### config.mk
export PLATFORM = sky130hd
export DESIGN_NAME = axis_pkt_arbiter
export DESIGN_NICKNAME = d
export VERILOG_FILES = /design/src/rtl/axis_pkt_arbiter.sv
export SDC_FILE = /design/constraint.sdc
export NUM_CORES = 1
export LEC_CHECK = 0
export CAP_MARGIN = 20
export CORE_AREA = 2 2 158 160
export DETAILED_ROUTE_END_ITERATION = 6
export DIE_AREA = 0 0 160 162
export GPL_ROUTABILITY_DRIVEN = 0
export PLACE_DENSITY = 0.71
export SYNTH_ARGS = -nofsm -noshare
export SYNTH_HDL_FRONTEND = slang
export SYNTH_SLANG_ARGS = --single-unit
### constraint.sdc
create_clock -name clk -period 5.35 [get_ports clk]
set_input_delay 0.8025 -clock clk [delete_from_list [all_inputs] [get_ports clk]]
set_output_delay 0.8025 -clock clk [all_outputs]
set_load 0.01 [all_outputs]
### src/rtl/axis_pkt_arbiter.sv
// Packet-granular round-robin arbiter feeding one AXI-Stream DMA FIFO input.
// Optional header beat per packet when AXIS_ARB_HDR_EN is defined.
module axis_pkt_arbiter #(
    parameter int NUM_SRC = 4,
    parameter int DW      = 64,
    parameter int ID_W    = 3
) (
    input  logic                  clk,
    input  logic                  reset,
    input  logic                  enable,
    input  logic [31:0]           packet_size,
    input  logic [NUM_SRC-1:0]    src_valid,
    input  logic [NUM_SRC*DW-1:0] src_data,
    output logic [NUM_SRC-1:0]    src_ready,
    output logic [DW-1:0]         m_tdata,
    output logic                  m_tvalid,
    input  logic                  m_tready,
    output logic                  m_tlast,
    output logic [DW/8-1:0]       m_tkeep,
    output logic [ID_W-1:0]       grant_id,
    output logic                  busy,
    output logic [31:0]           pkt_count
);

    typedef enum logic [1:0] {
        IDLE = 2'd0,
        HDR  = 2'd1,
        XFER = 2'd2
    } state_t;

`ifdef AXIS_ARB_HDR_EN
    localparam state_t FIRST = HDR;
`else
    localparam state_t FIRST = XFER;
`endif

    state_t          state;
    state_t          state_nxt;
    logic [ID_W-1:0] last_grant;
    logic [ID_W-1:0] sel;
    logic            sel_ok;
    logic [31:0]     pkt_len;
    logic [31:0]     beat_cnt;
    logic [DW-1:0]   gdata;
    logic            gvalid;
    logic            grant;
    logic            beat;

`ifdef AXIS_ARB_HDR_EN
    logic [31:0]     size_lat;
    logic [63:0]     hdr;

    assign hdr = {8'(grant_id), 8'h00, pkt_count[15:0], size_lat};
`endif

    assign m_tkeep = '1;
    assign busy    = (state != IDLE);
    assign grant   = (state == IDLE) && (state_nxt != IDLE);
    assign beat    = (state == XFER) && m_tvalid && m_tready;

    // Scan from farthest to nearest so the nearest requester after
    // last_grant is the one left standing.
    always_comb begin
        int idx;
        sel    = '0;
        sel_ok = 1'b0;
        idx    = 0;
        for (int k = NUM_SRC; k >= 1; k--) begin
            idx = int'(last_grant) + k;
            if (idx >= NUM_SRC) begin
                idx = idx - NUM_SRC;
            end
            if (src_valid[idx]) begin
                sel    = idx[ID_W-1:0];
                sel_ok = 1'b1;
            end
        end
    end

    always_comb begin
        gdata  = '0;
        gvalid = 1'b0;
        for (int i = 0; i < NUM_SRC; i++) begin
            if (grant_id == ID_W'(i)) begin
                gdata  = src_data[i*DW +: DW];
                gvalid = src_valid[i];
            end
        end
    end

    always_ff @(posedge clk or posedge reset) begin
        if (reset) begin
            state <= IDLE;
        end else begin
            state <= state_nxt;
        end
    end

    always_comb begin
        state_nxt = state;
        m_tdata   = '0;
        m_tvalid  = 1'b0;
        m_tlast   = 1'b0;
        src_ready = '0;
        unique case (state)
            IDLE: begin
                if (enable && sel_ok) begin
                    state_nxt = FIRST;
                end
            end
`ifdef AXIS_ARB_HDR_EN
            HDR: begin
                m_tdata  = DW'(hdr);
                m_tvalid = 1'b1;
                if (m_tready) begin
                    state_nxt = XFER;
                end
            end
`endif
            XFER: begin
                m_tdata  = gdata;
                m_tvalid = gvalid;
                m_tlast  = (beat_cnt == pkt_len - 32'd1);
                for (int i = 0; i < NUM_SRC; i++) begin
                    src_ready[i] = (grant_id == ID_W'(i)) && m_tready;
                end
                if (gvalid && m_tready && m_tlast) begin
                    state_nxt = IDLE;
                end
            end
            default: begin
                state_nxt = IDLE;
            end
        endcase
    end

    always_ff @(posedge clk or posedge reset) begin
        if (reset) begin
            grant_id   <= '0;
            last_grant <= ID_W'(NUM_SRC - 1);
            pkt_len    <= 32'd1;
            beat_cnt   <= '0;
            pkt_count  <= '0;
`ifdef AXIS_ARB_HDR_EN
            size_lat   <= '0;
`endif
        end else begin
            if (grant) begin
                grant_id <= sel;
                pkt_len  <= (packet_size == 32'd0) ? 32'd1 : packet_size;
                beat_cnt <= '0;
`ifdef AXIS_ARB_HDR_EN
                size_lat <= packet_size;
`endif
            end
            if (beat) begin
                if (m_tlast) begin
                    beat_cnt   <= '0;
                    pkt_count  <= pkt_count + 32'd1;
                    last_grant <= grant_id;
                end else begin
                    beat_cnt <= beat_cnt + 32'd1;
                end
            end
        end
    end

endmodule
==> reports/results.ini <==
[route]
drt-total-wl_mm=37.0
drc=0
vias_per_cell=5.52
ant_nets=0
drtIter0Drc=630
first_pass_iters=5
vias=9348
post_drt_wl_per_cell_um=21.9

[die]
core_mm2=0.0241
rows=57
initial_utilization=0.350
fp.dieW_um=160
die_y_um=162
die-area_mm2=0.0259
io_pins=410

[timing]
worst_pin_slew_ns=1.17
hold_violations=0
fmax_mhz=210
rsz0062_at_grt=no
min_period_ns=4.75
setup_viol=0
whs_ns=0.479
fin_skew_ns=0.0104
period_share=0.888
relSlewSlack=0.203
slew_viol_final=0
finalSetupTns_ns=0

[yosys]
synth_common_cells=nor2_1, dfrtp_1, mux2_2
synth_cell_type_count=70
yosysWarnings=0
synthCells=1006
synth-edff-count=0
synth.most_common_cell=nor2_1
postSynthAreaPerCell_um2=8.38
synth_seq_area_share=0.309
yosysTopAreaCell=dfrtp_1
ys.flop_type=dfrtp_1
netlist_area_mm2=0.00843
synthDominantCellAreaShare=0.300
yosys-top-cells-area=dfrtp_1, mux2_2, o21ai_0
async_flop_share=1.00
ys_seq_elements=104

[power_and_ir_drop]
leakage_nw=4.86
power_mw=2.88
vdd_drop_max_uv=130
p_per_area_mw_per_mm2=222

[placed_design]
post_dp_cell_area_mm2=0.0127
dp_hpwl_mm=29.5
portBuffers=401

[worst_setup_path]
end_kind=output port
arrival_ns=3.95
crit_type=register to output port
cp-start-kind=register
r2r_setup_slack_ns=1.31
crit_slowest_cell=clkdlybuf4s50_1
crit_fanout=4
max_stage_delay_ns=0.57
path_cells=inv_1 > ha_1 > or4b_4 > nor3_2 > nand2_1 > or4_1 > a221oi_2 > nand4_1 > nor2_1 > clkdlybuf4s50_1
cp.required_ns=4.55
worstReg2RegStart=pkt_len[8]
reg2regPathDepth=9
reg2reg_to=beat_cnt[11]

[grt]
grt_start_max_net_pins=72
antenna_found_initial=4
overflow=0
groute.usage.overall=0.276
grt_pass1_vias=9161
grt_first_pass_wirelength_mm=55.0

[clock_tree]
postCtsSetupBuffers=0
cts_resized=0
clkLatencyLatePin_ns=0.36
clockBufferDepth=2
clock-sinks=104
cts_max_level=3
cts-root-buf=clkbuf_16
cts.clk_slew.worst_paths_ns=0.07
cts_tree=yes
cts_hold_buffers=0
cts_buffers=9

[hold_path]
hp-start=pkt_count[31]
holdPathEnd=pkt_count[31]
whs_path_depth=1
hp-class=register to register

[layout]
fin_util=0.538
final_net_count=1664
syn2layout_area_growth_pct=54.0
design_area_mm2=0.0130
drive_above_1_share=0.118

[status]
status=finished clean

[run]
drv_cap=0

[layout make-up]
cell class,count,area (um^2)
clock buffer,10,239
timing repair buffer,414,4110
multi-input combinational,817,5470
inverter,17,66.3
fill,2295,11100
clock inverter,6,75.1
sequential,104,2610
tap,324,405
antenna,1,2.50
[logic make-up after synthesis]
group                      count (synthesis)  share of synthesized area
AOI/OAI and AO/OA                        225                      0.165
xor gates and xnor gates                  77                     0.0816
adders and majority gates                  5                    0.00742
buffers and inverters                     92                     0.0478
DFF                                      104                      0.309
muxes                                    110                      0.148
other                                      2                   0.000891
and+or+nand+nor                          391                      0.239
[cells in the final DEF (no fill, tap or decap), drive strengths merged, types with 5 or more instances in the layout]
cell type      count
clkdlybuf4s50    401
nor2             118
dfrtp            101
mux2             100
o21ai             91
nand2             77
o22ai             68
xor2              44
nand3             44
xnor2             32
nand4             30
nor3              25
nor4              20
inv               20
buf               13
and3              12
nand2b            12
a21oi             11
o311ai            10
clkbuf            10
conb               9
or3                8
mux2i              8
a31oi              8
or4                7
nor3b              7
and2               6
nor2b              5
ha                 5
[power by group]
| group | total, mW | switching [mW] | internal [mW] | leakage (nW) |
|---|---|---|---|---|
| Combinational | 1.22 | 0.594 | 0.625 | 3.36 |
| Clock | 0.699 | 0.316 | 0.384 | 0.152 |
| Sequential | 0.966 | 0.115 | 0.851 | 1.35 |
[per-layer routing]
metal | GRT usage | share of wire | vias up
met3 | 0.0718 | 0.081 | 53
met1 | 0.355 | 0.41 | 4544
met5 | 0 | 0.0012 | -
met4 | 0.0581 | 0.020 | 6
met2 | 0.471 | 0.49 | 346
li1 | - | - | 4399
[how the worst max path moves through the flow]
stage / start / endpoint / slack (ns)
detailed placement: pkt_len[1] / m_tlast / 0.93
floorplan: reset / beat_cnt[0] / 1.82
global placement: pkt_len[1] / m_tlast / 1.0
finish: pkt_len[1] / m_tlast / 0.60
CTS: pkt_len[1] / m_tlast / 0.55
global route: pkt_len[1] / m_tlast / 0.39
[metrics by stage]
| step | setup slack [ns] | std cells |
|---|---|---|
| after CTS | 0.549 | 1692 |
| after global placement | 0.999 | 1676 |
| after floorplan | 1.82 | 1013 |
| after detailed placement | 0.929 | 1676 |
| final | 0.598 | 1693 |
| after global routing | 0.394 | 1693 |
[registers in the layout (all words and copies together) (netlist names)]
| register | count |
|---|---|
| state | 2 |
| grant_id | 3 |
| pkt_len | 32 |
| last_grant | 3 |
| pkt_count | 32 |
| beat_cnt | 32 |
[critical path, delay by kind of cell, from the launching register on]
kind            cells  cell delay, ns
buf+inv             2            0.65
fa+ha+maj           1            0.21
compound gates      1            0.51
flops               1            0.40
simple gates        6            1.83
Power figures use the tool's default switching activity.
